$ cat config.mk
export PLATFORM = sky130hd
export DESIGN_NAME = fdiv
export DESIGN_NICKNAME = d
export VERILOG_FILES = /design/src/rtl/fdiv_pkg.sv /design/src/rtl/fdiv_counter.sv /design/src/rtl/fdiv.sv
export SDC_FILE = /design/constraint.sdc
export NUM_CORES = 1
export LEC_CHECK = 0
export CAP_MARGIN = 20
export CORE_ASPECT_RATIO = 1.4
export CORE_UTILIZATION = 55
export CTS_BUF_LIST = sky130_fd_sc_hd__clkbuf_8
export DETAILED_ROUTE_END_ITERATION = 10
export GPL_ROUTABILITY_DRIVEN = 0
export PLACE_DENSITY = 0.78
export SETUP_SLACK_MARGIN = 0.1
export SLEW_MARGIN = 20
export SYNTH_ARGS = -nofsm -noshare
export SYNTH_HDL_FRONTEND = slang
export SYNTH_HIERARCHICAL = 1
export SYNTH_SLANG_ARGS = --single-unit
$ cat constraint.sdc
create_clock -name clk_50mHz -period 5.3 [get_ports clk_50mHz]
set_clock_uncertainty 0.1 [all_clocks]
set_input_delay 1.59 -clock clk_50mHz [delete_from_list [all_inputs] [get_ports clk_50mHz]]
set_output_delay 1.59 -clock clk_50mHz [all_outputs]
set_load 0.05 [all_outputs]
$ cat src/rtl/fdiv_pkg.sv
// fdiv_pkg: default frequencies and counter-width helper for the fdiv clock divider.
package fdiv_pkg;
  localparam int FDIV_CLK_IN_HZ_DEF = 50_000_000;
  localparam int FDIV_CLK_OUT_HZ_DEF = 1;
  function automatic int fdiv_cnt_w(input int half);
    return (half > 1) ? $clog2(half) : 1;
  endfunction
endpackage

$ cat src/rtl/fdiv_counter.sv
// fdiv_counter: modulo-N up counter with explicit wrap; tc flags cnt == N-1.
module fdiv_counter
  import fdiv_pkg::*;
#(
  parameter int N = 2
) (
  input  logic clk_50mHz,
  input  logic rst,
  output logic tc
);
  localparam int W = fdiv_cnt_w(N);
  logic [W-1:0] cnt;
  assign tc = cnt == W'(N - 1);
  always_ff @(posedge clk_50mHz or posedge rst)
    if (rst) cnt <= '0;
    else cnt <= tc ? '0 : cnt + W'(1);
endmodule

$ cat src/rtl/fdiv.sv
// fdiv: 50%-duty clock divider with registered output; optional tick_1Hz strobe under FDIV_TICK_EN.
module fdiv
  import fdiv_pkg::*;
#(
  parameter int CLK_IN_HZ = FDIV_CLK_IN_HZ_DEF,
  parameter int CLK_OUT_HZ = FDIV_CLK_OUT_HZ_DEF
) (
  input  logic clk_50mHz,
  input  logic rst,
`ifdef FDIV_TICK_EN
  output logic tick_1Hz,
`else
`endif
  output logic clk_1Hz
);
  localparam int HALF_PERIOD = (CLK_OUT_HZ > 0) ? CLK_IN_HZ / (2 * CLK_OUT_HZ) : 0;
  if (HALF_PERIOD < 1 || HALF_PERIOD * 2 * CLK_OUT_HZ != CLK_IN_HZ) begin : g_bad_ratio
    $error("fdiv: CLK_IN_HZ/(2*CLK_OUT_HZ) must be an exact integer >= 1");
  end
  logic tc;
  fdiv_counter #(.N(HALF_PERIOD > 0 ? HALF_PERIOD : 1)) u_cnt (
    .clk_50mHz(clk_50mHz),
    .rst(rst),
    .tc(tc)
  );
  always_ff @(posedge clk_50mHz or posedge rst)
    if (rst) clk_1Hz <= 1'b0;
    else if (tc) clk_1Hz <= ~clk_1Hz;
`ifdef FDIV_TICK_EN
  // Fires in the cycle the output goes 0->1
  always_ff @(posedge clk_50mHz or posedge rst)
    if (rst) tick_1Hz <= 1'b0;
    else tick_1Hz <= tc & ~clk_1Hz;
`else
`endif
endmodule

# == Word level (Yosys, flattened, before mapping) ==
# Index checks and enable logic that the tools add are counted.
# classes
bitwise,1
add_sub_neg,1
eq_ne,1
mux,1
# ops
operator,count
"adder 25 x 1 -> 25 bit, second input constant",1
"equality test 25 bit, second input constant",1
two-way mux 25 bit,1
NOT 1 bit,1
# totals
in_bits,2
elab_cells,6
reg_bits,26

# == Depth between registers and ports, before layout ==
# logic_depth
ltp_word,2
depth_mapped,6
depth_no_buf,5

# == Modules after synthesis ==
# The synthesis kept the hierarchy.
# by_module_without_submodules
mod,n_inst,cells_per_inst,area_each_um2,seq_area_each_um2
fdiv_counter,1,134,1337.5,625.6
fdiv,1,3,37.5,25.0

# == Worst setup path after synthesis ==
# OpenSTA, ideal clock, no wires.
# synth_path
kind,reg-to-output
from,reg clk_1Hz
to,out clk_1Hz
t_arrival_ps,613
path_slack_ps,2997
stages_incl_launch_ff,1
path_cell_list,dfrtp_1
# synth_rtl
element,line_no,source
start: declaration,fdiv.sv:14,output logic clk_1Hz
start signal: assignment,fdiv.sv:28,else if (tc) clk_1Hz <= ~clk_1Hz;
# No word-level cell between the ends.

# == Worst setup path after layout ==
# layout_path
from,reg clk_1Hz
to,out clk_1Hz
# No word-level cell between the ends.

==> run metrics <==
total negative slack=0 ns; power per cell area=224 mW/mm2; DR vias/cell=6.18; final setup fails=0; core area=0.00239 mm2; kind of critical path=reg -> out; First-pass DRT Iterations=4; FMAX=316 MHz; Worst Tran Pin Value=0.912 ns; Post-CTS Setup Repair Bufs=0; Post-Route M1 WL=1.13 mm; GRT Overall Usage=0.229; root buffer cell=clkbuf_8; die area=0.00271 mm2; I/O Pins=3; clock sink count=26; largest net degree at the start of global routing=26; synthesized cell area=0.00138 mm2; routed via count=1,075; Placed Cells incl. Taps=170; n_diodes=0; PortBufs=2; status=finished, final reports clean; post-DP HPWL=1.95 mm; crit path to=clk_1Hz; Tot Pwr=0.330 mW; vias in the first global route=1,020; Multi-input gate area=684 um2; Synth Instances=137; CP Launch Type=flop; Routed Antenna Nets=0; PostCTS Resize Cnt=0; first-pass GRT wire length=4.57 mm; synthesized flop and latch total=26; critical path's top delay family=buffers and inverters; TritonCTS Buffers=3; fillers=201; Synth cell types=34; non-filler cells, final=174; yosys warns=6; Primary FF master, synth=dfrtp_1; reg2reg setup slack=3.13 ns; Layout area overhead=7.01%; starting density of the core=0.575; Post-synth EDFFs=0; Rows=21; initial antenna violation count=0; Max clock buf depth=2; Critical path buffers and inverters=1; critical path peak fanout=2; most common cell after layout, fill and taps aside=dfrtp_1; CTS tree=built; Initial DRC Count=47; Leak Pwr=0.596 nW; Setup crit end kind=output port; nets@finish=144; Slew Limit Fails=0; clock-pin slew on the worst setup and hold paths=0.09 ns; critical path depth in cells=1; # Max-Cap Violations=0; WL met2=1.48 mm; DR WL/cell=15.5 um; Final Critical Period=3.16 ns; total grt overflow=0; layout cells sized above 1=0.0786; Worst VDD drop=0.000193 V; slowest CP cell=clkdlybuf4s50_1; cts-stage hold buffer count=0; Async S/R FF share, synth=1.00; worst slack, placed=2.43 ns; crit path DAT=1.47 ns; Routed met3 length=43 um; Slew Limit Headroom=0.389; Synth Area per Inst=10.0 um2; synthesized net count=140; # H-tree levels=1; Worst Setup SP=clk_1Hz; RSZ-0062 raised after global routing=false; WL final=2.70 mm; Hold Slack=0.385 ns; Final period util=0.596; # DRC=0; commonest cells after routing, fill and taps aside=dfrtp_1, nand2_1, nand3_1, nor2_1, xnor2_1; Reg2Reg Launch Point=u_cnt/cnt[16]; Sequential Area=651 um2; required time of the worst setup path=3.61 ns; die height=61.2 um; r2r endpoint=clk_1Hz; Clock Latency Late Sink=0.27 ns; Setup WS post-layout=2.14 ns; largest stage delay on the critical path=0.82 ns; Die Wd=44.3 um; Reg2Reg Depth=4; Final Hold Viols=0; crit path cell chain=clkdlybuf4s50_1; highest metal used=met4; sequential share of the synthesized area=0.473; Worst Hold Class=reg -> reg
area by class of cell:
| type | instances | area share |
|---|---|---|
| Multi-Input combinational cell | 103 | 0.465 |
| Sequential cell | 26 | 0.442 |
| Clock buffer | 4 | 0.0374 |
| Tap cell | 34 | 0.0289 |
| Timing Repair Buffer | 2 | 0.0136 |
| Inverter | 5 | 0.0128 |
state kept, by name, indices dropped and copies added, names as in the netlist:
name	flops
u_cnt/cnt	25
clk_1Hz	1
power breakdown:
group          leakage [nW]  switching, mW  internal [mW]
Sequential            0.349              0          0.198
Clock                0.0288         0.0612         0.0665
Combinational         0.219        0.00368       0.000740
routing by layer:
layer / vias up / global-route usage
li1: 521 / -
met1: 534 / 0.284
met2: 15 / 0.405
met3: 5 / 0.0264
met4: 0 / 0.0909
met5: - / 0
cells by family after synthesis:
| kind of cell | synth area share |
|---|---|
| compound gates | 0.0846 |
| fa+ha+maj | 0.00910 |
| simple gates | 0.315 |
| flops | 0.473 |
| buf+inv | 0.0291 |
| xor+xnor | 0.0892 |
synthesized netlist by cell type, drive strengths merged (2+ instances only):
master | number | area (um2)
o31ai | 4 | 30.0
nand4 | 9 | 71.3
inv | 5 | 18.8
and3 | 2 | 12.5
nand4b | 4 | 41.3
a21oi | 7 | 38.8
buf | 3 | 21.3
xor2 | 5 | 43.8
nor2 | 10 | 37.5
dfrtp | 26 | 651
nor4 | 3 | 25.0
nor3 | 3 | 20.0
or4 | 5 | 41.3
nand2 | 13 | 48.8
nor2b | 2 | 12.5
xnor2 | 9 | 78.8
nand3 | 10 | 50.1
and4 | 5 | 46.3
o21ai | 5 | 25.0
worst min path at each step:
stage / startpoint / end / slack (ns) / depth (start not counted)
4_1_cts: u_cnt/cnt[0] / u_cnt/cnt[0] / 0.39 / 1
2_1_floorplan: u_cnt/cnt[0] / u_cnt/cnt[0] / 0.35 / 1
3_3_place_gp: clk_1Hz / clk_1Hz / 0.36 / 1
6_report: u_cnt/cnt[0] / u_cnt/cnt[0] / 0.39 / 1
5_1_grt: u_cnt/cnt[0] / u_cnt/cnt[0] / 0.42 / 1
3_5_place_dp: u_cnt/cnt[0] / u_cnt/cnt[0] / 0.38 / 1
metrics by stage:
stage,util,area (um2)
CTS,0.615,1470
detailed placement,0.592,1420
floorplan,-,1380
global placement,0.592,1420
global route,0.615,1470
finish,0.615,1470
worst reg2reg max path, cell delays in order (launching register included):
cell and delay [ns]:
dfrtp_1 0.50, nor4b_1 0.37, nand3_1 0.17, nor3_2 0.72
xor2_1 0.15
Note: power is estimated with default switching activity, not from simulation.
